`src/rtl/pgr_apb_cmd_arb_pkg.sv`:
```
// Shared types and widths for the APB command arbiter slice.
// Latency: n/a (declarations only).
// Backpressure: n/a (declarations only).
package pgr_apb_arb_pkg;

  localparam int ADDR_W       = 16;
  localparam int DATA_W       = 32;
  localparam int STRB_W       = 4;
  localparam int WDOG_CYC_DEF = 1023;

  typedef enum logic [1:0] {
    ST_IDLE  = 2'd0,
    ST_ISSUE = 2'd1,
    ST_WAIT  = 2'd2,
    ST_RESP  = 2'd3
  } arb_state_e;

endpackage

```
`src/rtl/pgr_apb_cmd_arb_if.sv`:
```
// Bundle of requester-side and APB-command-side signals around the arbiter.
// Latency: none (wires only).
// Backpressure: requesters hold req_vld until req_ack; the APB side finishes with cmd_done.
interface pgr_apb_cmd_arb_if
  import pgr_apb_arb_pkg::*;
#(
  parameter int NUM_REQ = 4
) ();

  // Requester side: slice i of every vector belongs to requester i.
  logic [NUM_REQ-1:0]        req_vld;
  logic [NUM_REQ-1:0]        req_we;
  logic [NUM_REQ*STRB_W-1:0] req_strb;
  logic [NUM_REQ*ADDR_W-1:0] req_addr;
  logic [NUM_REQ*DATA_W-1:0] req_data;
  logic [NUM_REQ-1:0]        req_ack;
  logic [NUM_REQ-1:0]        rsp_vld;
  logic                      rsp_err;
  logic [DATA_W-1:0]         rsp_rdata;

  // Command port towards the APB master interface.
  logic                      cmd_en;
  logic                      cmd_we;
  logic [STRB_W-1:0]         cmd_strb;
  logic [ADDR_W-1:0]         cmd_addr;
  logic [DATA_W-1:0]         cmd_data;
  logic                      cmd_done;
  logic [DATA_W-1:0]         p_rdata;

  logic                      busy;

  // The arbiter itself.
  modport slave (
    input  req_vld, req_we, req_strb, req_addr, req_data, cmd_done, p_rdata,
    output req_ack, rsp_vld, rsp_err, rsp_rdata,
    output cmd_en, cmd_we, cmd_strb, cmd_addr, cmd_data, busy
  );

  // Whatever surrounds the arbiter: requesters plus the APB master interface.
  modport master (
    output req_vld, req_we, req_strb, req_addr, req_data, cmd_done, p_rdata,
    input  req_ack, rsp_vld, rsp_err, rsp_rdata,
    input  cmd_en, cmd_we, cmd_strb, cmd_addr, cmd_data, busy
  );

endinterface

```
`src/rtl/pgr_apb_cmd_arb_rr_sel.sv`:
```
// Round-robin pick: first valid requester after last_gnt, wrapping at NUM_REQ.
// Latency: purely combinational.
// Backpressure: none; the caller decides when the pick is consumed.
module pgr_rr_sel #(
  parameter int NUM_REQ = 4
) (
  input  logic [NUM_REQ-1:0]         req_vld,
  input  logic [$clog2(NUM_REQ)-1:0] last_gnt,
  output logic [$clog2(NUM_REQ)-1:0] sel,
  output logic                       any_vld
);

  localparam int IDX_W = $clog2(NUM_REQ);

  logic [IDX_W-1:0] sel_hi;
  logic [IDX_W-1:0] sel_lo;
  logic             found_hi;
  logic             found_lo;

  // Lowest valid index above last_gnt wins; otherwise wrap to the lowest valid
  // index at or below it. Scanning downwards leaves the lowest match in place.
  always_comb begin
    sel_hi   = '0;
    sel_lo   = '0;
    found_hi = 1'b0;
    found_lo = 1'b0;
    for (int i = NUM_REQ - 1; i >= 0; i--) begin
      if (req_vld[i]) begin
        if (IDX_W'(i) > last_gnt) begin
          found_hi = 1'b1;
          sel_hi   = IDX_W'(i);
        end else begin
          found_lo = 1'b1;
          sel_lo   = IDX_W'(i);
        end
      end
    end
  end

  assign any_vld = found_hi | found_lo;
  assign sel     = found_hi ? sel_hi : sel_lo;

endmodule

```
`src/rtl/pgr_apb_cmd_arb.sv`:
```
// Arbitrates NUM_REQ command requesters onto one APB command port, one command in flight.
// Latency: req_ack 1 cycle after req_vld is seen in IDLE, cmd_en 1 cycle later, rsp_vld 1 cycle after cmd_done.
// Backpressure: requests wait while busy; WAIT holds until cmd_done (or the watchdog when APB_ARB_WDOG_EN is defined).
module pgr_apb_cmd_arb
  import pgr_apb_arb_pkg::*;
#(
  parameter int NUM_REQ  = 4,
  parameter int WDOG_CYC = WDOG_CYC_DEF
) (
  input  logic             clk,
  input  logic             rst_n,
  pgr_apb_cmd_arb_if.slave bus
);

  localparam int IDX_W = $clog2(NUM_REQ);

  // Catch bad parameterisation at elaboration.
  if (NUM_REQ < 2 || NUM_REQ > 8) begin : g_bad_num_req
    $error("pgr_apb_cmd_arb: NUM_REQ must be within 2..8");
  end
  if (WDOG_CYC < 1) begin : g_bad_wdog
    $error("pgr_apb_cmd_arb: WDOG_CYC must be at least 1");
  end

  arb_state_e         state_q;
  arb_state_e         state_d;

  logic [IDX_W-1:0]   sel;
  logic               any_vld;
  logic [IDX_W-1:0]   gnt_q;
  logic [IDX_W-1:0]   last_gnt_q;

  logic               load_cmd;
  logic               issue;
  logic               done_ok;
  logic               tmo;
  logic               wdog_hit;
  logic               rsp_fire;

  logic [NUM_REQ-1:0] req_ack_q;
  logic [NUM_REQ-1:0] rsp_vld_q;
  logic               cmd_en_q;
  logic               cmd_we_q;
  logic [STRB_W-1:0]  cmd_strb_q;
  logic [ADDR_W-1:0]  cmd_addr_q;
  logic [DATA_W-1:0]  cmd_data_q;
  logic [DATA_W-1:0]  rsp_rdata_q;

  // Per-requester views of the packed request fields, indexed by the pick.
  logic               we_arr   [NUM_REQ];
  logic [STRB_W-1:0]  strb_arr [NUM_REQ];
  logic [ADDR_W-1:0]  addr_arr [NUM_REQ];
  logic [DATA_W-1:0]  data_arr [NUM_REQ];

  for (genvar g = 0; g < NUM_REQ; g++) begin : g_req_view
    assign we_arr[g]   = bus.req_we[g];
    assign strb_arr[g] = bus.req_strb[g*STRB_W +: STRB_W];
    assign addr_arr[g] = bus.req_addr[g*ADDR_W +: ADDR_W];
    assign data_arr[g] = bus.req_data[g*DATA_W +: DATA_W];
  end

  pgr_rr_sel #(
    .NUM_REQ (NUM_REQ)
  ) u_rr_sel (
    .req_vld  (bus.req_vld),
    .last_gnt (last_gnt_q),
    .sel      (sel),
    .any_vld  (any_vld)
  );

  // State register; reset drops any command in flight straight back to IDLE.
  always_ff @(posedge clk or negedge rst_n) begin
    if (!rst_n) begin
      state_q <= ST_IDLE;
    end else begin
      state_q <= state_d;
    end
  end

  // Next state and the one-cycle strobes that steer the datapath.
  // cmd_done only counts in WAIT; in every other state it is ignored.
  always_comb begin
    state_d  = state_q;
    load_cmd = 1'b0;
    issue    = 1'b0;
    done_ok  = 1'b0;
    tmo      = 1'b0;
    case (state_q)
      ST_IDLE: begin
        if (any_vld) begin
          load_cmd = 1'b1;
          state_d  = ST_ISSUE;
        end
      end
      ST_ISSUE: begin
        issue   = 1'b1;
        state_d = ST_WAIT;
      end
      ST_WAIT: begin
        // A completion in the same cycle as the timeout takes precedence.
        if (bus.cmd_done) begin
          done_ok = 1'b1;
          state_d = ST_RESP;
        end else if (wdog_hit) begin
          tmo     = 1'b1;
          state_d = ST_RESP;
        end
      end
      ST_RESP: begin
        state_d = ST_IDLE;
      end
      default: begin
        state_d = ST_IDLE;
      end
    endcase
  end

  assign rsp_fire = done_ok | tmo;

  // Command latch, handshake pulses and response data.
  // cmd_* fields load only when leaving IDLE, so they are stable through RESP.
  always_ff @(posedge clk or negedge rst_n) begin
    if (!rst_n) begin
      gnt_q       <= '0;
      last_gnt_q  <= IDX_W'(NUM_REQ - 1);
      req_ack_q   <= '0;
      rsp_vld_q   <= '0;
      cmd_en_q    <= 1'b0;
      cmd_we_q    <= 1'b0;
      cmd_strb_q  <= '0;
      cmd_addr_q  <= '0;
      cmd_data_q  <= '0;
      rsp_rdata_q <= '0;
    end else begin
      req_ack_q <= load_cmd ? (NUM_REQ'(1) << sel) : '0;
      rsp_vld_q <= rsp_fire ? (NUM_REQ'(1) << gnt_q) : '0;
      cmd_en_q  <= issue;
      if (load_cmd) begin
        gnt_q      <= sel;
        cmd_we_q   <= we_arr[sel];
        cmd_strb_q <= strb_arr[sel];
        cmd_addr_q <= addr_arr[sel];
        cmd_data_q <= data_arr[sel];
      end
      if (state_q == ST_RESP) begin
        last_gnt_q <= gnt_q;
      end
      // Writes and timeouts return zero; the value holds until the next response.
      if (rsp_fire) begin
        rsp_rdata_q <= (cmd_we_q || tmo) ? '0 : bus.p_rdata;
      end
    end
  end

`ifdef APB_ARB_WDOG_EN
  localparam int WD_W = $clog2(WDOG_CYC + 1);

  logic [WD_W-1:0] wdog_cnt_q;
  logic            rsp_err_q;

  // Counts cycles spent in WAIT; cleared on the way in from ISSUE.
  always_ff @(posedge clk or negedge rst_n) begin
    if (!rst_n) begin
      wdog_cnt_q <= '0;
    end else if (issue) begin
      wdog_cnt_q <= '0;
    end else if (state_q == ST_WAIT && !wdog_hit) begin
      wdog_cnt_q <= wdog_cnt_q + 1'b1;
    end
  end

  // Fires in the WDOG_CYC-th cycle of WAIT.
  assign wdog_hit = (state_q == ST_WAIT) && (wdog_cnt_q == WD_W'(WDOG_CYC - 1));

  // Error flag rides alongside the rsp_vld pulse.
  always_ff @(posedge clk or negedge rst_n) begin
    if (!rst_n) begin
      rsp_err_q <= 1'b0;
    end else begin
      rsp_err_q <= tmo;
    end
  end

  assign bus.rsp_err = rsp_err_q;
`else
  assign wdog_hit    = 1'b0;
  assign bus.rsp_err = 1'b0;
`endif

  assign bus.req_ack   = req_ack_q;
  assign bus.rsp_vld   = rsp_vld_q;
  assign bus.rsp_rdata = rsp_rdata_q;
  assign bus.cmd_en    = cmd_en_q;
  assign bus.cmd_we    = cmd_we_q;
  assign bus.cmd_strb  = cmd_strb_q;
  assign bus.cmd_addr  = cmd_addr_q;
  assign bus.cmd_data  = cmd_data_q;
  assign bus.busy      = (state_q != ST_IDLE);

endmodule

```
`src/flat_wrapper.sv`:
```
// flat-port wrapper written by rule: the top's interface ports become plain ports
module pgr_apb_cmd_arb_flat import pgr_apb_arb_pkg::*;
#(
  parameter int NUM_REQ  = 4,
  parameter int WDOG_CYC = WDOG_CYC_DEF
)
  (clk, rst_n, bus_req_vld, bus_req_we, bus_req_strb, bus_req_addr, bus_req_data, bus_cmd_done, bus_p_rdata, bus_req_ack, bus_rsp_vld, bus_rsp_err, bus_rsp_rdata, bus_cmd_en, bus_cmd_we, bus_cmd_strb, bus_cmd_addr, bus_cmd_data, bus_busy);
  pgr_apb_cmd_arb_if #(.NUM_REQ(NUM_REQ)) bus_i ();
  input  logic clk;
  input  logic rst_n;
  input wire logic [$bits(bus_i.req_vld)-1:0] bus_req_vld;
  input wire logic [$bits(bus_i.req_we)-1:0] bus_req_we;
  input wire logic [$bits(bus_i.req_strb)-1:0] bus_req_strb;
  input wire logic [$bits(bus_i.req_addr)-1:0] bus_req_addr;
  input wire logic [$bits(bus_i.req_data)-1:0] bus_req_data;
  input wire logic [$bits(bus_i.cmd_done)-1:0] bus_cmd_done;
  input wire logic [$bits(bus_i.p_rdata)-1:0] bus_p_rdata;
  output wire logic [$bits(bus_i.req_ack)-1:0] bus_req_ack;
  output wire logic [$bits(bus_i.rsp_vld)-1:0] bus_rsp_vld;
  output wire logic [$bits(bus_i.rsp_err)-1:0] bus_rsp_err;
  output wire logic [$bits(bus_i.rsp_rdata)-1:0] bus_rsp_rdata;
  output wire logic [$bits(bus_i.cmd_en)-1:0] bus_cmd_en;
  output wire logic [$bits(bus_i.cmd_we)-1:0] bus_cmd_we;
  output wire logic [$bits(bus_i.cmd_strb)-1:0] bus_cmd_strb;
  output wire logic [$bits(bus_i.cmd_addr)-1:0] bus_cmd_addr;
  output wire logic [$bits(bus_i.cmd_data)-1:0] bus_cmd_data;
  output wire logic [$bits(bus_i.busy)-1:0] bus_busy;
  assign bus_i.req_vld = bus_req_vld;
  assign bus_i.req_we = bus_req_we;
  assign bus_i.req_strb = bus_req_strb;
  assign bus_i.req_addr = bus_req_addr;
  assign bus_i.req_data = bus_req_data;
  assign bus_i.cmd_done = bus_cmd_done;
  assign bus_i.p_rdata = bus_p_rdata;
  assign bus_req_ack = bus_i.req_ack;
  assign bus_rsp_vld = bus_i.rsp_vld;
  assign bus_rsp_err = bus_i.rsp_err;
  assign bus_rsp_rdata = bus_i.rsp_rdata;
  assign bus_cmd_en = bus_i.cmd_en;
  assign bus_cmd_we = bus_i.cmd_we;
  assign bus_cmd_strb = bus_i.cmd_strb;
  assign bus_cmd_addr = bus_i.cmd_addr;
  assign bus_cmd_data = bus_i.cmd_data;
  assign bus_busy = bus_i.busy;
  pgr_apb_cmd_arb #(.NUM_REQ(NUM_REQ), .WDOG_CYC(WDOG_CYC)) u_core (.clk(clk), .rst_n(rst_n), .bus(bus_i));
endmodule
```
`config.mk`:
```
export PLATFORM = sky130hd
export DESIGN_NAME = pgr_apb_cmd_arb_flat
export DESIGN_NICKNAME = d
export VERILOG_FILES = /design/src/rtl/pgr_apb_cmd_arb_pkg.sv /design/src/rtl/pgr_apb_cmd_arb_if.sv /design/src/rtl/pgr_apb_cmd_arb_rr_sel.sv /design/src/rtl/pgr_apb_cmd_arb.sv /design/src/flat_wrapper.sv
export SDC_FILE = /design/constraint.sdc
export NUM_CORES = 1
export LEC_CHECK = 0
export ABC_CLOCK_PERIOD_IN_PS = 2500
export BUFFER_PORTS_ARGS = -buffer_cell sky130_fd_sc_hd__buf_4
export CORE_MARGIN = 5
export CORE_UTILIZATION = 25
export DETAILED_ROUTE_END_ITERATION = 10
export PLACE_DENSITY_LB_ADDON = 0.2
export SYNTH_ARGS = -nofsm -noshare
export SYNTH_HDL_FRONTEND = slang
export SYNTH_SLANG_ARGS = --single-unit
export TNS_END_PERCENT = 100
```
`constraint.sdc`:
```
create_clock -name clk -period 2.5 [get_ports clk]
set_input_delay 0.375 -clock clk [delete_from_list [all_inputs] [get_ports clk]]
set_output_delay 0.375 -clock clk [all_outputs]
set_load 0.1 [all_outputs]
```
==> results of run 1 <==
[metal layers]
metal  vias up  part of all wire
met5         -                 0
met4         0             0.013
met3        23              0.10
met2       271              0.46
met1      2872              0.42
li1       2962                 -
[area by class of cell]
| class | count | area (sq um) | share of cell area |
|---|---|---|---|
| clock buffers | 9 | 225 | 0.0244 |
| clock inverters | 7 | 88.8 | 0.00962 |
| inverters | 4 | 15.0 | 0.00163 |
| multi-input cells | 460 | 3110 | 0.337 |
| flip-flops and latches | 100 | 2500 | 0.271 |
| well taps | 319 | 399 | 0.0432 |
| repair buffers | 370 | 2890 | 0.313 |
[cells by family after synthesis]
kind of cell / share of synthesized area
flops: 0.426
mux: 0.104
other cells: 0.000637
fa+ha+maj: 0.0106
simple gates: 0.187
buf+inv: 0.0527
compound gates: 0.220
[how the worst min path moves through the flow]
stage,from,end,cells after the start
2_1_floorplan,rst_n,u_core.bus.cmd_addr[0]$_DFFE_PN0P_,0
6_report,bus_p_rdata[12],u_core.bus.rsp_rdata[12]$_DFFE_PN0P_,3
5_1_grt,bus_p_rdata[28],u_core.bus.rsp_rdata[28]$_DFFE_PN0P_,3
3_5_place_dp,rst_n,u_core.bus.cmd_addr[6]$_DFFE_PN0P_,1
4_1_cts,bus_p_rdata[14],u_core.bus.rsp_rdata[14]$_DFFE_PN0P_,3
3_3_place_gp,rst_n,u_core.bus.cmd_data[5]$_DFFE_PN0P_,1
[sequential cells by signal, indices dropped and copies added (netlist names)]
register / count
u_core.gnt_q: 2
u_core.state_q: 2
u_core.bus.cmd_we: 1
u_core.bus.cmd_addr: 16
u_core.bus.rsp_vld: 4
u_core.bus.cmd_strb: 4
u_core.bus.req_ack: 4
u_core.bus.rsp_rdata: 32
u_core.bus.cmd_en: 1
u_core.last_gnt_q: 2
u_core.bus.cmd_data: 32
[power by group]
group	leakage [nW]	internal [W]	switching (W)	total (W)
clock network	0.152	0.000724	0.000768	0.00149
registers	1.26	0.00235	0.000436	0.00278
logic	2.95	0.00253	0.00742	0.00994
[metrics by stage]
stage               power [W]  setup slack, ns
floorplan              0.0102            0.113
global placement       0.0128            0.445
detailed placement     0.0129            0.385
CTS                    0.0144            0.466
global route           0.0150            0.326
finish                 0.0142            0.484
[tightest hold or removal path, cell delays in order]
cell and delay, ns:
buf_4 0.11, nand2b_1 0.05, o21ai_0 0.06
[layout by cell type (no fill, tap or decap), types with 12 or more instances in the layout]
cell,instances
buf_4,360
nand2_1,90
nor2b_1,20
mux2i_1,44
o211ai_1,31
o31ai_1,40
a211o_1,31
a211oi_1,18
o21ai_0,35
nand2b_1,34
nand4_1,31
dfrtp_1,98
o311ai_1,13
mux2_2,12
nand3_1,27
[repair_timing]
action	CTS	global route
hold endpoints to repair	23	0
setup buffers	0	0
hold buffers	1	0
==> flow_metrics.env, run 1 <==
export IMPL_outcome="completed"
export IMPL_synthCells=630
export IMPL_die_h_um=163
export IMPL_clockBufferDepth=2
export IMPL_fin_crit_ns=2.02
export IMPL_grt_pass1_vias=6239
export IMPL_grt_total_usage=0.167
export IMPL_yosysMostFrequentCell="dfrtp_1"
export IMPL_fmax_ghz=0.496
export IMPL_place_area_sq_um=8910
export IMPL_cts_resized=0
export IMPL_synth_nets=886
export IMPL_synth_cell_type_count=38
export IMPL_skew_ns=0.0149
export IMPL_ys_seq_area_frac=0.426
export IMPL_slew_headroom=0.607
export IMPL_crit_type="reg2reg"
export IMPL_rsz0062_at_grt="no"
export IMPL_crit_cells=6
export IMPL_cts_tree="done"
export IMPL_vias=6128
export IMPL_fin_hold_ws_ns=0.276
export IMPL_finalHoldViolations=0
export IMPL_fin_cells=1269
export IMPL_fin_nets=1201
export IMPL_path_clk_slew_ns=0.09
export IMPL_drt_initial_drc_count=293
export IMPL_worstPathRequired_ns=2.73
export IMPL_synthTopCellsByArea="dfrtp_1 42%, mux2i_1 7.5%, nand2_1 5.8%"
export IMPL_grt_busiest_layer="met2"
export IMPL_crit_start="u_core.last_gnt_q[0]$_DFFE_PN1N_"
export IMPL_fin_crit_sh=0.806
export IMPL_firstDrtPassIters=4
export IMPL_yosysWarnings=0
export IMPL_worstSetupStartpointType="flip-flop"
export IMPL_r2r_end="u_core.bus.cmd_data[13]$_DFFE_PN0P_"
export IMPL_setup_violations=0
export IMPL_dp_hpwl_mm=17.0
export IMPL_crit_chain="nor2b_1, o21a_1, nor3_4, buf_4, mux2i_1, o211ai_1"
export IMPL_grt_pass1_wl_mm=35.6
export IMPL_drt_wl_total_mm=23.3
export IMPL_die_w_um=163
export IMPL_cts_root_buffer="clkbuf_16"
export IMPL_maxCapViolations=0
export IMPL_core_area_sq_um=23300
export IMPL_grtUsageMet1=0.217
export IMPL_path_buf_inv=1
export IMPL_yosys_area_top_type_share=0.417
export IMPL_met2_usage=0.270
export IMPL_die_area_sq_um=26700
export IMPL_critPathMaxFanout=21
export IMPL_gr_total_overflow=0
export IMPL_netlist_area_sq_um=5890
export IMPL_antennaDiodeCount=0
export IMPL_cts_sinks=100
export IMPL_synth_common_cells="98 x dfrtp_1, 91 x nand2_1, 44 x mux2i_1"
export IMPL_drc=0
export IMPL_slowest_stage="dfstp_2"
export IMPL_numCtsBuffers=9
export IMPL_crit_family="flip-flops"
export IMPL_ant_nets=0
export IMPL_reg2reg_from="u_core.last_gnt_q[0]$_DFFE_PN1N_"
export IMPL_drive_gt1_frac=0.428
export IMPL_syn_avg_cell_area_sq_um=9.34
export IMPL_final_cell_area_sq_um=9240
export IMPL_placed_cells=1252
export IMPL_reg2reg_depth=6
export IMPL_avgRoutedWirePerCell_um=18.3
export IMPL_synth_seq_cells=100
export IMPL_tns_ns=0
export IMPL_final_util=0.396
export IMPL_synth_area_leader_cell="dfrtp_1"
export IMPL_p_per_area_nw_per_um2=1540
export IMPL_viasPerCell=4.83
export IMPL_rows=56
export IMPL_max_stage_delay_ns=0.54
export IMPL_reg2reg_setup_slack_ns=0.48
export IMPL_io_buffers=345
export IMPL_grt_max_degree=69
export IMPL_postSynth_asyncResetShare=1.00
export IMPL_cts_max_level=3
export IMPL_place_congestion=0.803
export IMPL_hold_path_class="in2reg"
export IMPL_num_fill_cells=2373
export IMPL_worst_skew_pair_late_latency_ns=0.35
export IMPL_drv_slew=0
export IMPL_initial_core_util=0.252
export IMPL_grtUsageMet3=0.0563
export IMPL_io_pins=347
export IMPL_setup_worst_path_end="u_core.bus.cmd_data[13]$_DFFE_PN0P_"
export IMPL_power_static_leakage_nw=4.36
export IMPL_worst_pin_slew_ns=0.589
export IMPL_syn2layout_area_growth_pct=56.9
export IMPL_synth_ff_type="dfrtp_1"
export IMPL_synth_edff_count=0
export IMPL_peakVddDrop_uv=719
export IMPL_end_kind="flip-flop"
export IMPL_arrival_ns=2.25
export IMPL_grt_antenna_before_repair=0
(Power assumes the default switching activity.)
==> inputs of run 2 (changes only) <==
- ABC_CLOCK_PERIOD_IN_PS: 2500 -> 1900
- clock period: 2.5 -> 1.9 ns (I/O delays scaled with it)
==> flow_metrics.env, run 2 (same netlist as run 1, synthesis figures left out) <==
export IMPL_drv_slew=0
export IMPL_dp_slack_ns=-0.0785
export IMPL_fin_hold_ws_ns=-0.000646
export IMPL_fin_cells=1311
export IMPL_vias=6282
export IMPL_die_h_um=163
export IMPL_die_w_um=163
export IMPL_drt_wl_total_mm=25.2
export IMPL_cts_tree="done"
export IMPL_syn2layout_area_growth_pct=68.2
export IMPL_slew_headroom=0.586
export IMPL_r2r_end="u_core.bus.cmd_data[22]$_DFFE_PN0P_"
export IMPL_fin_crit_sh=0.989
export IMPL_hold_buffers=0
export IMPL_numCtsBuffers=9
export IMPL_p_per_area_nw_per_um2=2020
export IMPL_io_pins=347
export IMPL_grt_pass1_vias=6450
export IMPL_hold_path_class="in2async"
export IMPL_cts_sinks=100
export IMPL_grt_pass1_wl_mm=36.7
export IMPL_maxCapViolations=0
export IMPL_fin_nets=1243
export IMPL_peakVddDrop_uv=1230
export IMPL_skew_ns=0.0109
export IMPL_place_congestion=0.807
export IMPL_viasPerCell=4.79
export IMPL_fin_crit_ns=1.88
export IMPL_crit_type="reg2reg"
export IMPL_setup_violations=0
export IMPL_grt_antenna_before_repair=0
export IMPL_mostFrequentLayoutCells="385 x buf_4, 97 x dfrtp_1, 89 x nand2_1"
export IMPL_outcome="finished, violations left"
export IMPL_reg2reg_setup_slack_ns=0.02
export IMPL_cts_max_level=3
export IMPL_drive_gt1_frac=0.483
export IMPL_grt_total_usage=0.174
export IMPL_antennaDiodeCount=0
export IMPL_fin_ws_ns=0.0209
export IMPL_gr_total_overflow=0
export IMPL_worst_skew_pair_late_latency_ns=0.35
export IMPL_die_area_sq_um=26700
export IMPL_path_clk_slew_ns=0.09
export IMPL_dp_hpwl_mm=17.8
export IMPL_drt_initial_drc_count=389
export IMPL_placed_cells=1279
export IMPL_finalHoldViolations=1
export IMPL_grt_max_degree=101
export IMPL_drc=0
export IMPL_critPathMaxFanout=6
export IMPL_end_kind="flip-flop"
export IMPL_reg2reg_from="u_core.last_gnt_q[0]$_DFFE_PN1N_"
export IMPL_clockBufferDepth=2
export IMPL_final_common_cell="buf_4"
export IMPL_power_static_leakage_nw=4.67
export IMPL_firstDrtPassIters=4
export IMPL_worstPathRequired_ns=2.14
export IMPL_fmax_ghz=0.532
export IMPL_final_util=0.424
export IMPL_ant_nets=0
export IMPL_violations="hold timing"
export IMPL_rows=56
export IMPL_worstSetupStartpointType="flip-flop"
export IMPL_rsz0062_at_grt="yes"
export IMPL_reg2reg_depth=8
export IMPL_cts_root_buffer="clkbuf_16"
export IMPL_place_area_sq_um=9240
export IMPL_worst_pin_slew_ns=0.621
export IMPL_core_area_sq_um=23300
export IMPL_io_buffers=345
export IMPL_initial_core_util=0.252
export IMPL_final_cell_area_sq_um=9900
export IMPL_arrival_ns=2.12
export IMPL_avgRoutedWirePerCell_um=19.2
==> run 2: cell types whose count changed in the layout (fill, tap and decap cells not counted), moves of 3 or more <==
cell,before,now
inv_1,4,1
mux2_2,12,9
mux2_1,3,0
nand3_2,0,5
mux2i_2,0,8
mux2_4,0,6
mux2i_1,44,33
nand3_1,27,22
buf_12,9,15
mux2i_4,0,3
buf_6,0,6
clkbuf_16,9,14
buf_4,360,385
==> run 2: layer usage <==
metal	vias up	routed length, um	GRT usage
met2	272	11500	0.281
met4	0	380	0.0503
met1	2941	11000	0.223
met5	-	0	0
li1	3045	-	-
met3	24	2380	0.0573
==> run 2: final cells by class <==
type / instances / area (sq um)
multi-input combinational: 460 / 3270
inverter: 4 / 18.8
sequential: 100 / 2510
tap: 319 / 399
fill: 2339 / 13400
clock inverter: 7 / 75.1
clock buffer: 9 / 225
timing repair buffer: 412 / 3410
==> run 2: report_power, final <==
group          internal, W  total [W]  leakage, nW  switching (W)
Combinational      0.00430     0.0145         3.27         0.0102
Clock             0.000937    0.00194        0.144        0.00100
Sequential         0.00309    0.00365         1.26       0.000564
==> run 2: worst max-delay path, cell delays in order (launching register included) <==
cell,delay (ns)
dfstp_2,0.55
nand2b_4,0.15
a21oi_4,0.07
nor3_4,0.21
buf_6,0.18
buf_12,0.14
buf_12,0.14
mux2i_4,0.23
o211ai_1,0.09
==> run 2: worst max path at each step <==
stage / depth (start not counted) / to / from / slack (ns)
finish: 8 / u_core.bus.cmd_data[22]$_DFFE_PN0P_ / u_core.last_gnt_q[0]$_DFFE_PN1N_ / 0.02
global route: 8 / u_core.bus.cmd_data[22]$_DFFE_PN0P_ / u_core.last_gnt_q[0]$_DFFE_PN1N_ / -0.06
CTS: 7 / u_core.bus.cmd_addr[2]$_DFFE_PN0P_ / u_core.last_gnt_q[0]$_DFFE_PN1N_ / 0.004
detailed placement: 6 / u_core.bus.cmd_data[30]$_DFFE_PN0P_ / u_core.last_gnt_q[0]$_DFFE_PN1N_ / -0.08
global placement: 8 / u_core.bus.cmd_data[13]$_DFFE_PN0P_ / bus_req_vld[3] / -0.09
floorplan: 8 / u_core.bus.cmd_data[5]$_DFFE_PN0P_ / u_core.state_q[1]$_DFFE_PN0P_ / -0.21
==> run 2: what timing repair did <==
action,CTS,global route
buffers inserted,2,8
endpoints found under the setup margin,25,55
resized for setup,5,28
pin swaps,1,4
gates cloned,1,5
==> run 2: per-stage QoR <==
step	setup TNS [ns]	total power [W]
finish	0	0.0200
global route	-0.981	0.0211
CTS	0	0.0196
detailed placement	-0.496	0.0175
global placement	-2.29	0.0174
floorplan	-5.46	0.0136
